[src/rtl/multicycle_controller.sv]
// Multi-cycle RV32 control FSM: FETCH/DECODE/EXEC/MEM/WB over one shared memory port.
// Define MC_SYSTEM_EN to decode opcode 1110011 as a system trap (cause 11) instead of illegal.
module multicycle_controller #(
    parameter int TIMEOUT_CYCLES = 16,
    parameter int CNT_W          = $clog2(TIMEOUT_CYCLES)
) (
    input  logic       clk_i,
    input  logic       rst_i,
    input  logic [6:0] opcode_i,
    input  logic       branch_taken_i,
    input  logic       mem_ready_i,
    output logic       mem_req_o,
    output logic       mem_we_o,
    output logic       addr_src_o,
    output logic       ir_write_o,
    output logic       pc_write_o,
    output logic [1:0] pc_src_o,
    output logic       reg_write_o,
    output logic [1:0] alu_src_a_o,
    output logic [1:0] alu_src_b_o,
    output logic [1:0] alu_op_o,
    output logic [1:0] result_src_o,
    output logic       trap_o,
    output logic [1:0] trap_cause_o,
    output logic [2:0] state_o
);

    typedef enum logic [2:0] {
        S_FETCH  = 3'd0,
        S_DECODE = 3'd1,
        S_EXEC   = 3'd2,
        S_MEM    = 3'd3,
        S_WB     = 3'd4,
        S_TRAP   = 3'd7
    } state_t;

    localparam logic [6:0] OP_R     = 7'b0110011;
    localparam logic [6:0] OP_I     = 7'b0010011;
    localparam logic [6:0] OP_LOAD  = 7'b0000011;
    localparam logic [6:0] OP_STORE = 7'b0100011;
    localparam logic [6:0] OP_BR    = 7'b1100011;
    localparam logic [6:0] OP_JAL   = 7'b1101111;
    localparam logic [6:0] OP_JALR  = 7'b1100111;
    localparam logic [6:0] OP_LUI   = 7'b0110111;
    localparam logic [6:0] OP_AUIPC = 7'b0010111;
    localparam logic [6:0] OP_SYS   = 7'b1110011;

    localparam logic [1:0] CAUSE_NONE    = 2'b00;
    localparam logic [1:0] CAUSE_ILLEGAL = 2'b01;
    localparam logic [1:0] CAUSE_TIMEOUT = 2'b10;
    localparam logic [1:0] CAUSE_SYSTEM  = 2'b11;

    localparam logic [CNT_W-1:0] CNT_LAST = CNT_W'(TIMEOUT_CYCLES - 1);

    state_t           state_q, state_d;
    logic [CNT_W-1:0] cnt_q, cnt_d;
    logic [6:0]       op_q, op_d;
    logic [1:0]       cause_q, cause_d;
    logic             timeout;

    always_ff @(posedge clk_i) begin
        if (rst_i) begin
            state_q <= S_FETCH;
            cnt_q   <= '0;
            op_q    <= '0;
            cause_q <= CAUSE_NONE;
        end else begin
            state_q <= state_d;
            cnt_q   <= cnt_d;
            op_q    <= op_d;
            cause_q <= cause_d;
        end
    end

    // A ready in the final allowed wait cycle still completes the request.
    assign timeout = (cnt_q == CNT_LAST) && !mem_ready_i;

    always_comb begin
        state_d = state_q;
        cnt_d   = cnt_q;
        op_d    = op_q;
        cause_d = cause_q;
        case (state_q)
            S_FETCH: begin
                if (mem_ready_i) begin
                    state_d = S_DECODE;
                    cnt_d   = '0;
                end else if (timeout) begin
                    state_d = S_TRAP;
                    cause_d = CAUSE_TIMEOUT;
                end else begin
                    cnt_d = cnt_q + CNT_W'(1);
                end
            end
            S_DECODE: begin
                op_d = opcode_i;
                case (opcode_i)
                    OP_R, OP_I, OP_LOAD, OP_STORE, OP_BR,
                    OP_JAL, OP_JALR, OP_LUI, OP_AUIPC: state_d = S_EXEC;
`ifdef MC_SYSTEM_EN
                    OP_SYS: begin
                        state_d = S_TRAP;
                        cause_d = CAUSE_SYSTEM;
                    end
`else
                    OP_SYS: begin
                        state_d = S_TRAP;
                        cause_d = CAUSE_ILLEGAL;
                    end
`endif
                    default: begin
                        state_d = S_TRAP;
                        cause_d = CAUSE_ILLEGAL;
                    end
                endcase
            end
            S_EXEC: begin
                case (op_q)
                    OP_LOAD, OP_STORE: begin
                        state_d = S_MEM;
                        cnt_d   = '0;
                    end
                    OP_BR: begin
                        state_d = S_FETCH;
                        cnt_d   = '0;
                    end
                    OP_R, OP_I, OP_JAL, OP_JALR, OP_LUI, OP_AUIPC: state_d = S_WB;
                    default: begin
                        state_d = S_TRAP;
                        cause_d = CAUSE_ILLEGAL;
                    end
                endcase
            end
            S_MEM: begin
                if (mem_ready_i) begin
                    state_d = (op_q == OP_STORE) ? S_FETCH : S_WB;
                    cnt_d   = '0;
                end else if (timeout) begin
                    state_d = S_TRAP;
                    cause_d = CAUSE_TIMEOUT;
                end else begin
                    cnt_d = cnt_q + CNT_W'(1);
                end
            end
            S_WB: begin
                state_d = S_FETCH;
                cnt_d   = '0;
            end
            S_TRAP: state_d = S_TRAP;
            default: begin
                state_d = S_FETCH;
                cnt_d   = '0;
            end
        endcase
    end

    // Outputs are forced low while reset is held, regardless of the registered state.
    always_comb begin
        mem_req_o    = 1'b0;
        mem_we_o     = 1'b0;
        addr_src_o   = 1'b0;
        ir_write_o   = 1'b0;
        pc_write_o   = 1'b0;
        pc_src_o     = 2'b00;
        reg_write_o  = 1'b0;
        alu_src_a_o  = 2'b00;
        alu_src_b_o  = 2'b00;
        alu_op_o     = 2'b00;
        result_src_o = 2'b00;
        trap_o       = 1'b0;
        trap_cause_o = CAUSE_NONE;
        state_o      = 3'd0;
        if (!rst_i) begin
            state_o = state_q;
            case (state_q)
                S_FETCH: begin
                    mem_req_o   = 1'b1;
                    alu_src_b_o = 2'b10;
                    ir_write_o  = mem_ready_i;
                    pc_write_o  = mem_ready_i;
                end
                S_EXEC: begin
                    case (op_q)
                        OP_R: begin
                            alu_src_a_o = 2'b01;
                            alu_op_o    = 2'b10;
                        end
                        OP_I: begin
                            alu_src_a_o = 2'b01;
                            alu_src_b_o = 2'b01;
                            alu_op_o    = 2'b11;
                        end
                        OP_LOAD, OP_STORE: begin
                            alu_src_a_o = 2'b01;
                            alu_src_b_o = 2'b01;
                        end
                        OP_BR: begin
                            alu_src_a_o = 2'b01;
                            alu_op_o    = 2'b01;
                            pc_write_o  = branch_taken_i;
                            pc_src_o    = 2'b01;
                        end
                        OP_JAL: begin
                            pc_write_o = 1'b1;
                            pc_src_o   = 2'b01;
                        end
                        OP_JALR: begin
                            alu_src_a_o = 2'b01;
                            alu_src_b_o = 2'b01;
                            pc_write_o  = 1'b1;
                            pc_src_o    = 2'b10;
                        end
                        OP_LUI: begin
                            alu_src_a_o = 2'b10;
                            alu_src_b_o = 2'b01;
                        end
                        OP_AUIPC: begin
                            alu_src_a_o = 2'b11;
                            alu_src_b_o = 2'b01;
                        end
                        default: ;
                    endcase
                end
                S_MEM: begin
                    mem_req_o  = 1'b1;
                    addr_src_o = 1'b1;
                    mem_we_o   = (op_q == OP_STORE);
                end
                S_WB: begin
                    reg_write_o = 1'b1;
                    if (op_q == OP_LOAD)
                        result_src_o = 2'b01;
                    else if (op_q == OP_JAL || op_q == OP_JALR)
                        result_src_o = 2'b10;
                end
                S_TRAP: begin
                    trap_o       = 1'b1;
                    trap_cause_o = cause_q;
                end
                default: ;
            endcase
        end
    end

endmodule

[config.mk]
export PLATFORM = sky130hd
export DESIGN_NAME = multicycle_controller
export DESIGN_NICKNAME = d
export VERILOG_FILES = /design/src/rtl/multicycle_controller.sv
export SDC_FILE = /design/constraint.sdc
export NUM_CORES = 1
export LEC_CHECK = 0
export CORE_AREA = 10 10 67 69
export DETAILED_ROUTE_END_ITERATION = 12
export DIE_AREA = 0 0 77 79
export PLACE_DENSITY = 0.68
export SLEW_MARGIN = 20
export SYNTH_ARGS = -nofsm -noshare
export SYNTH_HDL_FRONTEND = slang
export SYNTH_SLANG_ARGS = --single-unit
[constraint.sdc]
create_clock -name clk_i -period 1.6 [get_ports clk_i]
set_input_delay 0.32 -clock clk_i [delete_from_list [all_inputs] [get_ports clk_i]]
set_output_delay 0.32 -clock clk_i [all_outputs]
set_load 0.01 [all_outputs]
After elaboration in Yosys (flattened, before gate mapping)
Index checks and enable logic that the tools add are counted.

word-level totals
  output and inout bits = 22
  register bits = 16
  input bits = 11

cells by class
  multiplexer cells = 50
  add/sub/neg operators = 1
  eq/ne operators = 30
  reductions and logical operators = 18
  bitwise logic cells = 1

operator list
  cell                                                             count
  7-bit by 6-bit == test with 1-bit output, second input constant  6
  7-bit == test, second input constant                             6
  2-bit 2-to-1 mux                                                 17
  7-bit by 5-bit == test with 1-bit output, second input constant  4
  3-bit 2-to-1 mux                                                 6
  2-bit one-hot mux with 3 select lines                            3
  6-bit OR reduction                                               3
  9-bit OR reduction                                               2
  3-bit one-hot mux with 5 select lines                            1
  7-bit by 2-bit == test with 1-bit output, second input constant  2
  1-bit 2-to-1 mux                                                 14
  4-bit 2-to-1 mux                                                 3
  4-bit one-hot mux with 3 select lines                            1
  2-bit OR reduction                                               5
  3-bit one-hot mux with 3 select lines                            1
  2-bit != test, second input constant                             4
  2-bit one-hot mux with 2 select lines                            2
  3-bit by 2-bit == test with 1-bit output, second input constant  2
  3-bit == test, second input constant                             2
  5-bit AND reduction                                              1
  4-bit by 1-bit adder with 4-bit output, second input constant    1
  4-bit == test, second input constant                             1
  1-bit one-hot mux with 2 select lines                            2
  3-bit by 1-bit == test with 1-bit output, second input constant  1
  other kinds (10)                                                 10

Logic depth before layout (Yosys ltp)
  depth after elaboration = 6
  depth in mapped cells = 7
  depth with buffers taken out = 6

Worst setup path after synthesis
Ideal clock, no wire load.

  path kind = register to output
  start = register state_q[1]
  end = output pc_write_o
  slack = -0.138 ns
  data arrival time = 1.418 ns
  buffers on the path = 1
  cell stages (with the launch flop) = 5
  cell sequence = dfxtp_1 > buf_4 > nor4_1 > and2_1 > o21bai_1

between the ends
  word-level cells in the longest chain between the ends = 3
  elaborated cells between the ends (all ways) = 4

ends and longest elaborated chain
  what                                                                                  RTL line  text
  from (decl)                                                                           55        state_t state_q, state_d;
  from (signal assigned)                                                                68        state_q <= state_d;
  3-bit by 2-bit == test with 1-bit output / 3-bit logical NOT (equally long branches)  175       case (state_q)
  1-bit one-hot mux with 2 select lines (*)                                             175
  1-bit 2-to-1 mux (*)                                                                  173       if (!rst_i) begin
  to (decl)                                                                             16        output logic pc_write_o,

Every way passes the cells marked *; elsewhere a longest branch is shown, timed or not.

Worst setup path after layout
  start = register state_q[0]
  end = output alu_src_a_o[1]

between the ends
  word-level cells in the longest chain between the ends = 3

ends and longest elaborated chain
  what                                      RTL line  text
  3-bit by 2-bit == test with 1-bit output  175
  2-bit 2-to-1 mux                          175
  2-bit 2-to-1 mux                          173
  to (decl)                                 19        output logic [1:0] alu_src_a_o,

Every way passes these cells.

==> impl_results.md <==
- Rows: 21
- RSZ-0062 raised after global routing: yes
- MaxCap Viol Count: 0
- Most common cell after layout, fill and taps aside: buf_4
- Syn Inst Count: between 150 and 200
- Period Utilization, post-route: 1.140
- Pwr dens: around 1300 nW/µm²
- Ys Warns: 0
- Core Box Area: between 3000 and 4000 µm²
- DRC Markers: 0
- Max Freq: between 500 and 600 MHz
- Min-Delay Path Class: input pin to flop
- GP Congestion: 0.9157
- CTS sink count: 16
- Ys async rst share: 0
- # diodes: 0
- Crit path max-delay family: simple AND/OR/NAND/NOR gates
- Post-DR wirelength/cell: around 15 µm
- First-pass GRT wire length: 6.948 mm
- FILL cells: roughly 250
- CP Data Required Time: between 1 and 1.5 ns
- TritonCTS buffer count: 3
- R2r setup slk: -0.17 ns
- Unique masters post-synth: 48
- Reg2reg path depth: 6
- Largest net degree at the start of global routing: 19
- I/O pin cnt: 33
- Vias in the first global route: between 1000 and 1500
- Synth top area share: 0.2634
- Vias per cell: ~5.4
- TritonCTS clock tree: built
- Area grow syn2layout: 81.07%
- Die Span X: 77 µm
- Cell-by-cell listing of the critical path: nand2b_4 -> nor3_4 -> buf_4 -> nand3_2 -> nor2_1 -> buf_2
- Setup TNS: -2.553 ns
- Skew-Pair Late Insertion Delay: approximately 0.28 ns
- Clk buf depth: 2
- Final wirelength: about 4.3 mm
- Area occupied by multi-input gates: about 1100 µm²
- # placed instances: 270
- Status: complete, but fails checks
- Hold EP: op_q[4]$_SDFFE_PP0N_
- First-pass DRT Iterations: 4
- Tightest Pin Transition: 0.3164 ns
- Hold Crit Depth: 4
- Gr usage total: 0.1325
- Die outline height: roughly 79 µm
- Post-Layout Cell Count: ~280
- Leakage: 0.9176 nW
- Failing checks: setup timing
- Main synth FF type: dfxtp_1
- Post-route setup slack: -0.2240 ns
- Hold wc startpoint: opcode_i[4]
- EDFF count, synth: 0
- Layout cell share with drive strength beyond 1: 0.5948
- Commonest cells after routing, fill and taps aside: 42 x buf_4, 19 x nor2_1, 14 x buf_2
- Setup crit start: state_q[0]$_SDFF_PP0_
- Synthesized area: roughly 1200 µm²
- Synth Net Count: around 170
- Slew Limit Fails: 0
- Endpoints failing setup: 21
- Initial Util: 0.3763
- Skew final: approximately 0.0047 ns
- Worst setup path category: flop to output port
- Worst-path clk slew: 0.10 ns
- H-tree depth: 1
- Grt ovf: 0
- Seq/Total Area, Yosys: 0.2634
- Worst R2R End: cnt_q[1]$_SDFFE_PP0P_
- Worst-path cell with the longest stage delay: dfxtp_2
- Sequential cell area: 344.1 µm²
- DR iter-0 viols: 128
- # nets final: between 200 and 250
- Root buf cell: clkbuf_4
- Avg Synthesized Cell Area: 7.746 µm²
- Via count: 1498
- Number of port buffers: 32
- DP Worst Slack: -0.8489 ns
- VDD IR max: about 750 µV
- Buf/Inv on CP: 2
- Crit path arrival time: 1.50 ns
- Top cell type by total area after synthesis: dfxtp_1
- Fin Hold WS: about 0.44 ns
- Synth Register Bits: 16
- Startpoint types: flop
- Synth top area cells: dfxtp_1 26%, nor2_1 7.4%, mux2i_1 5.8%
- Worst path max stage delay: between 0.3 and 0.4 ns
- Hold buffer count at cts: 0
- Slew HR: 0.7886
- Critical R2R Launch: state_q[1]$_SDFF_PP0_
- Post-route ant nets: 0
- Final HPWL DP: 3.003 mm
- Initial antenna violation count: 0
- Critical Path Fanout Max: 4
- Die area: between 6000 and 7000 µm²
- Clock period minus worst slack: between 1.5 and 2 ns
- Final hold viol count: 0
- CP Capture Type: output port
## repair_timing
action                                  4_1_cts  5_1_grt
resized for setup                           113       51
buffers inserted                              3        2
pin swaps                                    14       14
hold endpoints to repair                      0        0
gates cloned                                  0        0
endpoints found under the setup margin       30       36
## worst max-delay path by stage
| stage | to | cells past startpoint |
|---|---|---|
| final | alu_src_a_o[1] | 6 |
| after detailed placement | result_src_o[0] | 6 |
| after CTS | result_src_o[0] | 4 |
| after global placement | result_src_o[0] | 6 |
| after global routing | alu_src_a_o[1] | 6 |
| after floorplan | pc_write_o | 4 |
## metal layers
| metal | vias up | track usage | share of wire |
|---|---|---|---|
| met4 | 0 | 0.04380 | 0.024 |
| met5 | - | 0 | 0 |
| met3 | 12 | 0.02815 | 0.049 |
| li1 | 720 | - | - |
| met2 | 47 | 0.2403 | 0.51 |
| met1 | 719 | 0.1515 | 0.41 |
## worst reg2reg max path, stage by stage, from the launching register on
cell and delay [ns]:
dfxtp_4 0.38, buf_8 0.13, xor2_4 0.18, buf_6 0.13, or3_4 0.36, or3b_1 0.40, a21oi_2 0.12
## cell usage after synthesis, types with 2 or more instances
| library cell | n |
|---|---|
| nor4b_1 | 2 |
| buf_4 | 2 |
| and4b_1 | 2 |
| buf_2 | 3 |
| or3_1 | 2 |
| nor2_1 | 24 |
| nor3b_1 | 2 |
| a21oi_1 | 10 |
| o211ai_1 | 4 |
| nand2b_1 | 3 |
| o21ai_0 | 7 |
| a221oi_1 | 4 |
| xor2_1 | 2 |
| buf_6 | 2 |
| or3b_1 | 2 |
| clkbuf_1 | 2 |
| nor3_1 | 7 |
| inv_1 | 6 |
| dfxtp_1 | 16 |
| mux2i_1 | 7 |
| and3_1 | 4 |
| a31oi_1 | 2 |
| a211oi_1 | 2 |
| nand3_1 | 2 |
| nand2_1 | 13 |
| or2b_1 | 3 |
## power breakdown
part | switching (mW) | internal [mW] | total (mW)
combinational | 0.972 | 1.01 | 1.98
clock | 0.130 | 0.138 | 0.268
sequential | 0.121 | 0.527 | 0.648
## layout make-up
class                      instances  area share
multi-input combinational        124      0.4926
timing repair buffer              81      0.2966
sequential                        16      0.1563
tap                               46     0.02614
clock buffer                       4     0.01648
inverter                           7     0.01193
## per-stage QoR
step	instance area, µm²	util	total power [mW]
2_1_floorplan	1259	-	1.475
3_3_place_gp	1911	0.5912	2.088
3_5_place_dp	1911	0.5912	2.123
4_1_cts	2029	0.6280	2.612
5_1_grt	2202	0.6814	3.108
6_report	2202	0.6814	2.898
## registers in the layout (all words and copies together), names as in the netlist
register	cells
cause_q	2
cnt_q	4
state_q	3
op_q	7
## cell families after synthesis
kind of cell,after synthesis,share of synthesized area
muxes,7,0.05762
and+or+nand+nor,76,0.3508
AOI/OAI and AO/OA,38,0.2294
buffers and inverters,17,0.07406
xor gates and xnor gates,2,0.01441
adders and majority gates,1,0.01029
DFF,16,0.2634
No activity file was read; power rests on OpenSTA's default activity.
